===== src/rtl/uart_pkg.sv =====
// rtl/uart_pkg.sv - shared types and constants for the plotter-link UART receive path
package uart_pkg;

  typedef enum logic [2:0] {IDLE, START, DATA, STOP, WAIT_HIGH} rx_state_t;

  localparam logic [7:0] PIX_EDGE = 8'hFF;
  localparam logic [7:0] PIX_BG   = 8'h00;

  function automatic int calc_div(input int clk_hz, input int baud);
    return clk_hz / baud;
  endfunction

endpackage


===== src/rtl/uart_rx_core.sv =====
// rtl/uart_rx_core.sv - 8N1 receiver: rx synchronizer, baud counter and RX FSM
module uart_rx_core
  import uart_pkg::*;
#(
  parameter int DIV = 16
) (
  input  logic       i_clk,
  input  logic       i_rst_n,
  input  logic       i_rx,
  output logic [7:0] o_byte_data,
  output logic       o_byte_valid,
  output logic       o_frm_err,
  output logic       o_busy
);

  localparam int CW = (DIV > 1) ? $clog2(DIV) : 1;
  localparam logic [CW-1:0] HALF = CW'(DIV / 2 - 1);
  localparam logic [CW-1:0] FULL = CW'(DIV - 1);

  logic          r_rx_s1, r_rx_s2;
  rx_state_t     r_state, w_state_nxt;
  logic [CW-1:0] r_cnt, w_cnt_nxt;
  logic [2:0]    r_bit, w_bit_nxt;
  logic [7:0]    r_shift, w_shift_nxt;
  logic          r_bv, w_bv_nxt;
  logic          r_fe, w_fe_nxt;

  always_ff @(posedge i_clk or negedge i_rst_n) begin
    if (!i_rst_n) begin
      r_rx_s1 <= 1'b1;
      r_rx_s2 <= 1'b1;
      r_state <= IDLE;
      r_cnt   <= '0;
      r_bit   <= '0;
      r_shift <= '0;
      r_bv    <= 1'b0;
      r_fe    <= 1'b0;
    end else begin
      r_rx_s1 <= i_rx;
      r_rx_s2 <= r_rx_s1;
      r_state <= w_state_nxt;
      r_cnt   <= w_cnt_nxt;
      r_bit   <= w_bit_nxt;
      r_shift <= w_shift_nxt;
      r_bv    <= w_bv_nxt;
      r_fe    <= w_fe_nxt;
    end
  end

  always_comb begin
    w_state_nxt = r_state;
    w_cnt_nxt   = r_cnt + CW'(1);
    w_bit_nxt   = r_bit;
    w_shift_nxt = r_shift;
    w_bv_nxt    = 1'b0;
    w_fe_nxt    = 1'b0;
    case (r_state)
      IDLE: begin
        w_cnt_nxt = '0;
        if (!r_rx_s2) w_state_nxt = START;
      end
      START: begin
        // a start bit that is high again at mid-bit was a glitch
        if (r_cnt == HALF) begin
          w_cnt_nxt   = '0;
          w_bit_nxt   = '0;
          w_state_nxt = r_rx_s2 ? IDLE : DATA;
        end
      end
      DATA: begin
        if (r_cnt == FULL) begin
          w_cnt_nxt   = '0;
          w_shift_nxt = {r_rx_s2, r_shift[7:1]};
          w_bit_nxt   = r_bit + 3'd1;
          if (r_bit == 3'd7) w_state_nxt = STOP;
        end
      end
      STOP: begin
        if (r_cnt == FULL) begin
          w_cnt_nxt = '0;
          if (r_rx_s2) begin
            w_bv_nxt    = 1'b1;
            w_state_nxt = IDLE;
          end else begin
            w_fe_nxt    = 1'b1;
            w_state_nxt = WAIT_HIGH;
          end
        end
      end
      WAIT_HIGH: begin
        w_cnt_nxt = '0;
        if (r_rx_s2) w_state_nxt = IDLE;
      end
      default: begin
        w_cnt_nxt   = '0;
        w_state_nxt = IDLE;
      end
    endcase
  end

  assign o_byte_data  = r_shift;
  assign o_byte_valid = r_bv;
  assign o_frm_err    = r_fe;
  assign o_busy       = (r_state != IDLE);

endmodule


===== src/rtl/uart_rx_frame_unpacker.sv =====
// rtl/uart_rx_frame_unpacker.sv - expands received packed edge bytes into an addressed pixel stream
module uart_rx_frame_unpacker
  import uart_pkg::*;
#(
  parameter int CLK_HZ       = 100_000_000,
  parameter int BAUD         = 115_200,
  parameter int FRAME_BYTES  = 5160,
  parameter int TIMEOUT_BITS = 32,
  localparam int AW          = $clog2(FRAME_BYTES * 8)
) (
  input  logic          clk,
  input  logic          reset,
  input  logic          rx,
  input  logic          pix_ready,
  output logic          pix_valid,
  output logic [7:0]    pix_data,
  output logic [AW-1:0] pix_addr,
  output logic          frame_done,
  output logic          frame_err,
  output logic          overrun
);

  localparam int DIV = calc_div(CLK_HZ, BAUD);
  localparam logic [AW-1:0] LAST = AW'(FRAME_BYTES * 8 - 1);
  localparam logic [31:0] TMO_LAST = 32'(TIMEOUT_BITS * DIV - 1);

  logic [7:0] w_byte;
  logic       w_bv, w_frm_err, w_busy;

  uart_rx_core #(.DIV(DIV)) u_core (
    .i_clk        (clk),
    .i_rst_n      (reset),
    .i_rx         (rx),
    .o_byte_data  (w_byte),
    .o_byte_valid (w_bv),
    .o_frm_err    (w_frm_err),
    .o_busy       (w_busy)
  );

  logic [7:0]    r_sr, w_sr_nxt;
  logic [3:0]    r_sr_cnt, w_cnt_nxt;
  logic [7:0]    r_hr, w_hr_nxt;
  logic          r_hr_full, w_hrf_nxt;
  logic [AW-1:0] r_addr, w_addr_nxt;
  logic          r_overrun, w_ovr_nxt;
  logic [31:0]   r_tmo;
  logic          w_accept, w_active, w_tmo_run, w_timeout;

  always_ff @(posedge clk or negedge reset) begin
    if (!reset) begin
      r_sr      <= '0;
      r_sr_cnt  <= '0;
      r_hr      <= '0;
      r_hr_full <= 1'b0;
      r_addr    <= '0;
      r_overrun <= 1'b0;
      r_tmo     <= '0;
    end else begin
      r_sr      <= w_sr_nxt;
      r_sr_cnt  <= w_cnt_nxt;
      r_hr      <= w_hr_nxt;
      r_hr_full <= w_hrf_nxt;
      r_addr    <= w_addr_nxt;
      r_overrun <= w_ovr_nxt;
      r_tmo     <= (w_tmo_run && !w_timeout) ? r_tmo + 32'd1 : 32'd0;
    end
  end

  assign w_accept  = pix_valid & pix_ready;
  assign w_active  = (r_addr != '0) || (r_sr_cnt != 4'd0) || r_hr_full;
  // line activity counts as progress, so a byte period longer than the timeout never aborts
  assign w_tmo_run = w_active && !w_busy && !w_bv;
  assign w_timeout = w_tmo_run && (r_tmo == TMO_LAST);

  always_comb begin
    w_sr_nxt   = r_sr;
    w_cnt_nxt  = r_sr_cnt;
    w_hr_nxt   = r_hr;
    w_hrf_nxt  = r_hr_full;
    w_addr_nxt = r_addr;
    w_ovr_nxt  = r_overrun;
    if (w_accept) begin
      w_sr_nxt   = {r_sr[6:0], 1'b0};
      w_cnt_nxt  = r_sr_cnt - 4'd1;
      w_addr_nxt = (r_addr == LAST) ? '0 : r_addr + AW'(1);
    end
    if (w_cnt_nxt == 4'd0) begin
      if (r_hr_full) begin
        w_sr_nxt  = r_hr;
        w_cnt_nxt = 4'd8;
        w_hrf_nxt = w_bv;
        if (w_bv) w_hr_nxt = w_byte;
      end else if (w_bv) begin
        w_sr_nxt  = w_byte;
        w_cnt_nxt = 4'd8;
      end
    end else if (w_bv) begin
      if (!r_hr_full) begin
        w_hr_nxt  = w_byte;
        w_hrf_nxt = 1'b1;
      end else begin
        w_ovr_nxt = 1'b1;
      end
    end
    if (w_timeout) begin
      w_sr_nxt   = '0;
      w_cnt_nxt  = 4'd0;
      w_hrf_nxt  = 1'b0;
      w_addr_nxt = '0;
    end
  end

  assign pix_valid  = (r_sr_cnt != 4'd0);
  assign pix_data   = r_sr[7] ? PIX_EDGE : PIX_BG;
  assign pix_addr   = r_addr;
  assign frame_done = w_accept && (r_addr == LAST);
  assign frame_err  = w_frm_err | w_timeout;
  assign overrun    = r_overrun;

endmodule

===== config.mk =====
export PLATFORM = sky130hd
export DESIGN_NAME = uart_rx_frame_unpacker
export DESIGN_NICKNAME = d
export VERILOG_FILES = /design/src/rtl/uart_pkg.sv /design/src/rtl/uart_rx_core.sv /design/src/rtl/uart_rx_frame_unpacker.sv
export SDC_FILE = /design/constraint.sdc
export NUM_CORES = 1
export LEC_CHECK = 0
export CAP_MARGIN = 20
export CORE_MARGIN = 3
export CORE_UTILIZATION = 41
export DETAILED_ROUTE_END_ITERATION = 16
export GPL_TIMING_DRIVEN = 0
export PLACE_DENSITY = 0.56
export SLEW_MARGIN = 20
export SYNTH_ARGS = -nofsm -noshare
export SYNTH_HDL_FRONTEND = slang
export SYNTH_HIERARCHICAL = 1
export SYNTH_SLANG_ARGS = --single-unit

===== constraint.sdc =====
create_clock -name clk -period 4.2 [get_ports clk]
set_input_delay 1.26 -clock clk [delete_from_list [all_inputs] [get_ports clk]]
set_output_delay 1.26 -clock clk [all_outputs]
set_load 0.01 [all_outputs]

# [After elaboration in Yosys (flattened, before gate mapping)]
# Cells that the tools add are included.
[word_totals] inputBits=4 output_inout_bits=28 ff_bits=98 elab_cells=109
[classes] n_reduce_logical=24 add_sub_neg=5 bitwise=3 n_eq_ne=17 mux=45
[op_table] cell="8-bit two-way mux" n=11
[op_table] cell="16-bit two-way mux" n=3
[op_table] cell="32-bit by 1-bit adder with 32-bit output (second input constant)" n=1
[op_table] cell="32-bit by 15-bit == test with 1-bit output (second input constant)" n=1
[op_table] cell="32-bit two-way mux" n=1
[op_table] cell="3-bit two-way mux" n=9
[op_table] cell="10-bit two-way mux" n=2
[op_table] cell="4-bit two-way mux" n=5
[op_table] cell="10-bit one-hot mux with 2 select lines" n=1
[op_table] cell="16-bit by 1-bit adder with 16-bit output (second input constant)" n=1
[op_table] cell="16-bit == test (second input constant)" n=1
[op_table] cell="16-bit nonzero test" n=1
[op_table] cell="3-bit one-hot mux with 5 select lines" n=1
[op_table] cell="2-bit by 1-bit inequality test with 1-bit output (second input constant)" n=6
[op_table] cell="10-bit by 1-bit adder with 10-bit output (second input constant)" n=1
[op_table] cell="10-bit == test (second input constant)" n=1
[op_table] cell="10-bit by 9-bit == test with 1-bit output (second input constant)" n=1
[op_table] cell="1-bit two-way mux" n=10
[op_table] cell="3-bit AND reduction" n=3
[op_table] cell="3-bit by 2-bit == test with 1-bit output (second input constant)" n=2
[op_table] cell="3-bit == test (second input constant)" n=2
[op_table] cell="3-bit one-hot mux with 2 select lines" n=1
[op_table] cell="6-bit AND reduction" n=1
[op_table] cell="3-bit nonzero test" n=2
[op_table] cell="other kinds (17)" n=26

# [Depth between registers and ports, before layout]
[depth] ltp_word=9 mapped_depth=10

# [Modules after synthesis]
# The synthesis kept the hierarchy.
[modules_own_cells] mod="uart_rx_frame_unpacker" area_per_inst_um2=3951.3 cells_per_inst=420 n_inst=1
[modules_own_cells] mod="uart_rx_core" area_per_inst_um2=1298.7 cells_per_inst=116 n_inst=1

# [Worst setup path before layout]
# No wires, ideal clock.
[synth_path] path_type="input to output" from="input pix_ready" to="output frame_done" setup_slack_ps=860 arrival_ps=2080 stages=3 path_buffers=1 cell_sequence="buf_2 nand2_1 nor4_2"
[synth_between] elab_chain_len=2
[synth_lines] element="from (decl)" line_no="uart_rx_frame_unpacker.sv:14" source="input logic pix_ready,"
[synth_lines] element="1-bit bitwise AND" line_no="uart_rx_frame_unpacker.sv:69" source="assign w_accept = pix_valid & pix_ready;"
[synth_lines] element="1-bit logical AND" line_no="uart_rx_frame_unpacker.sv:116" source="assign frame_done = w_accept && (r_addr == LAST);"
[synth_lines] element="to (decl)" line_no="uart_rx_frame_unpacker.sv:18" source="output logic frame_done,"
# No other way between the ends.

# [Worst setup path after layout]
[layout_path] from="register r_sr_cnt[0]" to="output frame_err"
[layout_between] elab_chain_len=7
[layout_lines] element="from (decl)" line_no="uart_rx_frame_unpacker.sv:41" source="logic [3:0] r_sr_cnt, w_cnt_nxt;"
[layout_lines] element="from (signal assigned)" line_no="uart_rx_frame_unpacker.sv:60" source="r_sr_cnt <= w_cnt_nxt;"
[layout_lines] element="4-bit nonzero test" line_no="uart_rx_frame_unpacker.sv:70" source="assign w_active = (r_addr != '0) || (r_sr_cnt != 4'd0) || r_hr_full;"
[layout_lines] element="1-bit logical OR (2 in a row)" line_no="uart_rx_frame_unpacker.sv:70"
[layout_lines] element="1-bit logical AND (2 in a row)" line_no="uart_rx_frame_unpacker.sv:72" source="assign w_tmo_run = w_active && !w_busy && !w_bv;"
[layout_lines] element="1-bit logical AND" line_no="uart_rx_frame_unpacker.sv:73" source="assign w_timeout = w_tmo_run && (r_tmo == TMO_LAST);"
[layout_lines] element="1-bit OR" line_no="uart_rx_frame_unpacker.sv:117" source="assign frame_err = w_frm_err | w_timeout;"
[layout_lines] element="to (decl)" line_no="uart_rx_frame_unpacker.sv:19" source="output logic frame_err,"
# No other way between the ends.

==> impl_metrics.xml <==
<?xml version="1.0" encoding="UTF-8"?>
<metrics>
  <group name="status">
    <metric name="outcome" unit="">finished clean</metric>
  </group>
  <group name="global_routing">
    <metric name="number_of_global_route_vias_before_repair" unit="">3910</metric>
    <metric name="grt_first_pass_wirelength" unit="um">19700</metric>
    <metric name="maximum_number_of_pins_on_one_net_before_global_route_repair" unit="">53</metric>
    <metric name="grt_overflow" unit="">0</metric>
    <metric name="track_usage" unit="">0.171</metric>
    <metric name="antenna_found_initial" unit="">0</metric>
  </group>
  <group name="place">
    <metric name="placedInstanceArea" unit="sq um">5800</metric>
    <metric name="io_buffer_count" unit="">31</metric>
    <metric name="globalplace.congestion" unit="">0.777</metric>
    <metric name="dp_hpwl" unit="um">7900</metric>
  </group>
  <group name="logic_synthesis">
    <metric name="yosys.area.top_type" unit="">sky130_fd_sc_hd__dfrtp_1</metric>
    <metric name="synthCells" unit="">536</metric>
    <metric name="ys_top_cells_by_area" unit="">sky130_fd_sc_hd__dfrtp_1, sky130_fd_sc_hd__nor2_1, sky130_fd_sc_hd__xnor2_1, sky130_fd_sc_hd__xor2_1, sky130_fd_sc_hd__nand3_1</metric>
    <metric name="yosysWarnings" unit="">6</metric>
    <metric name="synth.distinct_cells" unit="">68</metric>
    <metric name="synth_top_area_frac" unit="">0.458</metric>
    <metric name="syn-cell-area" unit="sq um">5250</metric>
    <metric name="synth_edf_count" unit="">0</metric>
    <metric name="synthFlopType" unit="">sky130_fd_sc_hd__dfrtp_1</metric>
    <metric name="post_synth_most_frequent_cells" unit="">sky130_fd_sc_hd__dfrtp_1, sky130_fd_sc_hd__nor2_1, sky130_fd_sc_hd__nand3_1, sky130_fd_sc_hd__xnor2_1, sky130_fd_sc_hd__nand2_1</metric>
    <metric name="net_count_after_synthesis" unit="">548</metric>
    <metric name="ys_async_rst_share" unit="">1.00</metric>
    <metric name="synthesis.area_per_instance" unit="sq um">9.79</metric>
    <metric name="synthMostInstantiatedCell" unit="">sky130_fd_sc_hd__dfrtp_1</metric>
    <metric name="synth_seq_cells" unit="">98</metric>
    <metric name="synth-seq-area-share" unit="">0.468</metric>
  </group>
  <group name="finish">
    <metric name="post_route_cells_drive_above_1_share" unit="">0.128</metric>
    <metric name="area_growth_syn_to_layout" unit="%">17.1</metric>
    <metric name="finish.net_count" unit="">592</metric>
    <metric name="layout.cell_area.non_filler" unit="sq um">6150</metric>
    <metric name="multiInputGateArea" unit="sq um">2540</metric>
    <metric name="num_antenna_cells" unit="">0</metric>
    <metric name="fillCellCount" unit="">1164</metric>
    <metric name="sequential_cell_area" unit="sq um">2460</metric>
    <metric name="utilization" unit="">0.501</metric>
  </group>
  <group name="sta">
    <metric name="final-setup-viol-count" unit="">0</metric>
    <metric name="share_of_the_cycle_needed_by_the_critical_path_after_routing" unit="">0.959</metric>
    <metric name="relative_slew_slack" unit="">0.449</metric>
    <metric name="max_slew_vio_count" unit="">0</metric>
    <metric name="skew" unit="ps">7.97</metric>
    <metric name="fmax" unit="MHz">248</metric>
    <metric name="max_slew.worst_pin.slew" unit="ps">827</metric>
    <metric name="hold_viol" unit="">0</metric>
    <metric name="rsz_0062_raised_after_global_routing" unit="">false</metric>
    <metric name="min_tclk_post_route" unit="ps">4030</metric>
  </group>
  <group name="critical_path">
    <metric name="worstSetupEndpointType" unit="">output port</metric>
    <metric name="critical_path_peak_fanout" unit="">6</metric>
    <metric name="critPathArrivalTime" unit="ps">2770</metric>
    <metric name="timing_worst_setup_path_type" unit="">flip-flop to output port</metric>
    <metric name="setup.reg_to_reg.worst_slack" unit="ps">1590</metric>
    <metric name="r2r.worst_path.cells" unit="">10</metric>
    <metric name="timing.rr.end" unit="">r_hr[3]</metric>
    <metric name="critical_path.slowest_cell" unit="">sky130_fd_sc_hd__clkdlybuf4s50_1</metric>
    <metric name="max_stage_delay" unit="ps">480</metric>
    <metric name="cp_data_required_time" unit="ps">2940</metric>
    <metric name="reg2reg_from" unit="">r_sr_cnt[0]</metric>
    <metric name="critical_path.cell_chain" unit="">inv_1 -&gt; ha_2 -&gt; nor3b_4 -&gt; nand4_1 -&gt; o21ai_2 -&gt; and2b_4 -&gt; or2_2 -&gt; clkdlybuf4s50_1</metric>
    <metric name="worst_setup_path_start_kind" unit="">flip-flop</metric>
  </group>
  <group name="route">
    <metric name="antenna_violating_nets_post_route" unit="">0</metric>
    <metric name="viasPerCell" unit="">5.37</metric>
    <metric name="drc_errors" unit="">0</metric>
    <metric name="drt_pass1_iterations" unit="">4</metric>
    <metric name="total_wirelength" unit="um">11500</metric>
    <metric name="wl_per_cell" unit="um">15.2</metric>
    <metric name="num_vias" unit="">4041</metric>
    <metric name="initialDrtViolationCount" unit="">207</metric>
  </group>
  <group name="die">
    <metric name="initial_core_util" unit="">0.428</metric>
    <metric name="die_height" unit="um">119</metric>
    <metric name="ioPinCount" unit="">32</metric>
    <metric name="coreArea" unit="sq um">12300</metric>
    <metric name="num_rows" unit="">40</metric>
    <metric name="die_w" unit="um">119</metric>
    <metric name="dieArea" unit="sq um">14200</metric>
  </group>
  <group name="clock_tree">
    <metric name="cts_tree" unit="">yes</metric>
    <metric name="worst_setup_hold_path_clk_slew" unit="ps">70</metric>
    <metric name="cts.htree.levels" unit="">3</metric>
    <metric name="cts-hold-fix-buffers" unit="">0</metric>
    <metric name="max-clock-path-buffers" unit="">2</metric>
    <metric name="cts-root-buf" unit="">sky130_fd_sc_hd__clkbuf_16</metric>
    <metric name="cts.sink_count" unit="">98</metric>
    <metric name="worstSkewPairLatency" unit="ps">350</metric>
    <metric name="numCtsBuffers" unit="">9</metric>
  </group>
  <group name="job">
    <metric name="drv.max_cap_violation_count" unit="">0</metric>
  </group>
  <group name="pwr">
    <metric name="power-per-cell-area" unit="nW/um^2">404</metric>
    <metric name="leakage" unit="uW">0.00254</metric>
    <metric name="vdd.ir_drop.worst" unit="uV">218</metric>
  </group>
  <group name="hold_path">
    <metric name="hp-class" unit="">flip-flop to flip-flop</metric>
    <metric name="min_to" unit="">u_core/r_rx_s2</metric>
    <metric name="whs_path_depth" unit="">0</metric>
    <metric name="worstHoldStart" unit="">u_core/r_rx_s1</metric>
  </group>
</metrics>
==> cell usage in the layout, fill, tap and decap left out, drive strengths merged, types with 16 or more instances in the layout <==
master         instances
dfrtp                 96
xor2                  18
nor2                  75
inv                   25
buf                   25
nand3                 30
clkbuf                21
nand2                 28
nor4                  16
nor3                  25
xnor2                 29
clkdlybuf4s50         29
==> sequential cells by signal, summed over array words and instances (netlist names) <==
name                 cells
u_core/o_frm_err         1
r_tmo                   32
u_core/r_bit             3
u_core/o_byte_valid      1
pix_addr                16
r_sr_cnt                 4
u_core/o_byte_data       8
r_hr_full                1
u_core/r_rx_s2           1
u_core/r_cnt            10
r_hr                     8
u_core/r_state           3
overrun                  1
r_sr                     8
u_core/r_rx_s1           1
==> stage by stage <==
stage          power, uW  setup TNS [ps]  worst slack, ps  hold slack [ps]  cells
2_1_floorplan       1400               0              860              345    536
3_3_place_gp        1600         -192780            -2000              347    735
3_5_place_dp        1620            -430             -430              347    736
4_1_cts             2510               0             64.3              356    753
5_1_grt             2610               0             24.3              366    753
6_report            2490               0              171              355    753
==> kinds of logic (layout without fill, tap and decap cells) <==
family / after synthesis / after routing / synth area share
compound gates: 65 / 65 / 0.0889
xor+xnor: 47 / 47 / 0.0784
fa+ha+maj: 8 / 8 / 0.0191
buf+inv: 55 / 104 / 0.0524
flops: 98 / 98 / 0.468
mux: 18 / 18 / 0.0365
simple gates: 245 / 245 / 0.257
==> worst max-delay path, delay by kind of cell, from the launching register on <==
kind                       cells  cell delay [ps]
and+or+nand+nor                4              950
buffers and inverters          2              570
DFF                            1              450
adders and majority gates      1              230
AOI/OAI and AO/OA              1              230
==> area by class of cell <==
class | instances | area share
buffer | 28 | 0.0283
clock buffer | 14 | 0.0446
clock inverter | 2 | 0.00570
inverter | 26 | 0.0159
multi-input combinational | 383 | 0.414
sequential | 98 | 0.400
tap | 168 | 0.0342
timing repair buffer | 34 | 0.0580
==> what timing repair did <==
action	CTS	global route
buffers inserted	2	0
gates resized for setup	3	5
endpoints found under the setup margin	2	2
endpoints found under the hold margin	0	0
pin swaps	1	2
==> report_power, final <==
group | leakage, uW | internal, uW | total (uW) | switching (uW)
Clock | 0.000153 | 510 | 859 | 349
Combinational | 0.00106 | 258 | 535 | 277
Sequential | 0.00133 | 1000 | 1090 | 88.8
Total | 0.00254 | 1770 | 2490 | 715
==> worst max-delay path by stage <==
stage                start         end  slack, ps  cells past startpoint
2_1_floorplan    pix_ready  frame_done        860                      3
3_3_place_gp         reset    r_tmo[0]      -2000                      1
3_5_place_dp     pix_ready  frame_done       -430                      5
4_1_cts        r_sr_cnt[0]   frame_err         60                      8
5_1_grt        r_sr_cnt[0]   frame_err         20                      8
6_report       r_sr_cnt[0]   frame_err        170                      8
==> per-layer routing <==
layer | GRT usage | wire length [um] | up-vias | share of wire
li1 | - | - | 1987 | -
met5 | 0 | 0 | - | 0
met4 | 0.0536 | 114 | 0 | 0.010
met2 | 0.266 | 5490 | 58 | 0.48
met1 | 0.233 | 5460 | 1984 | 0.48
met3 | 0.0456 | 389 | 12 | 0.034
(Power assumes the default switching activity.)
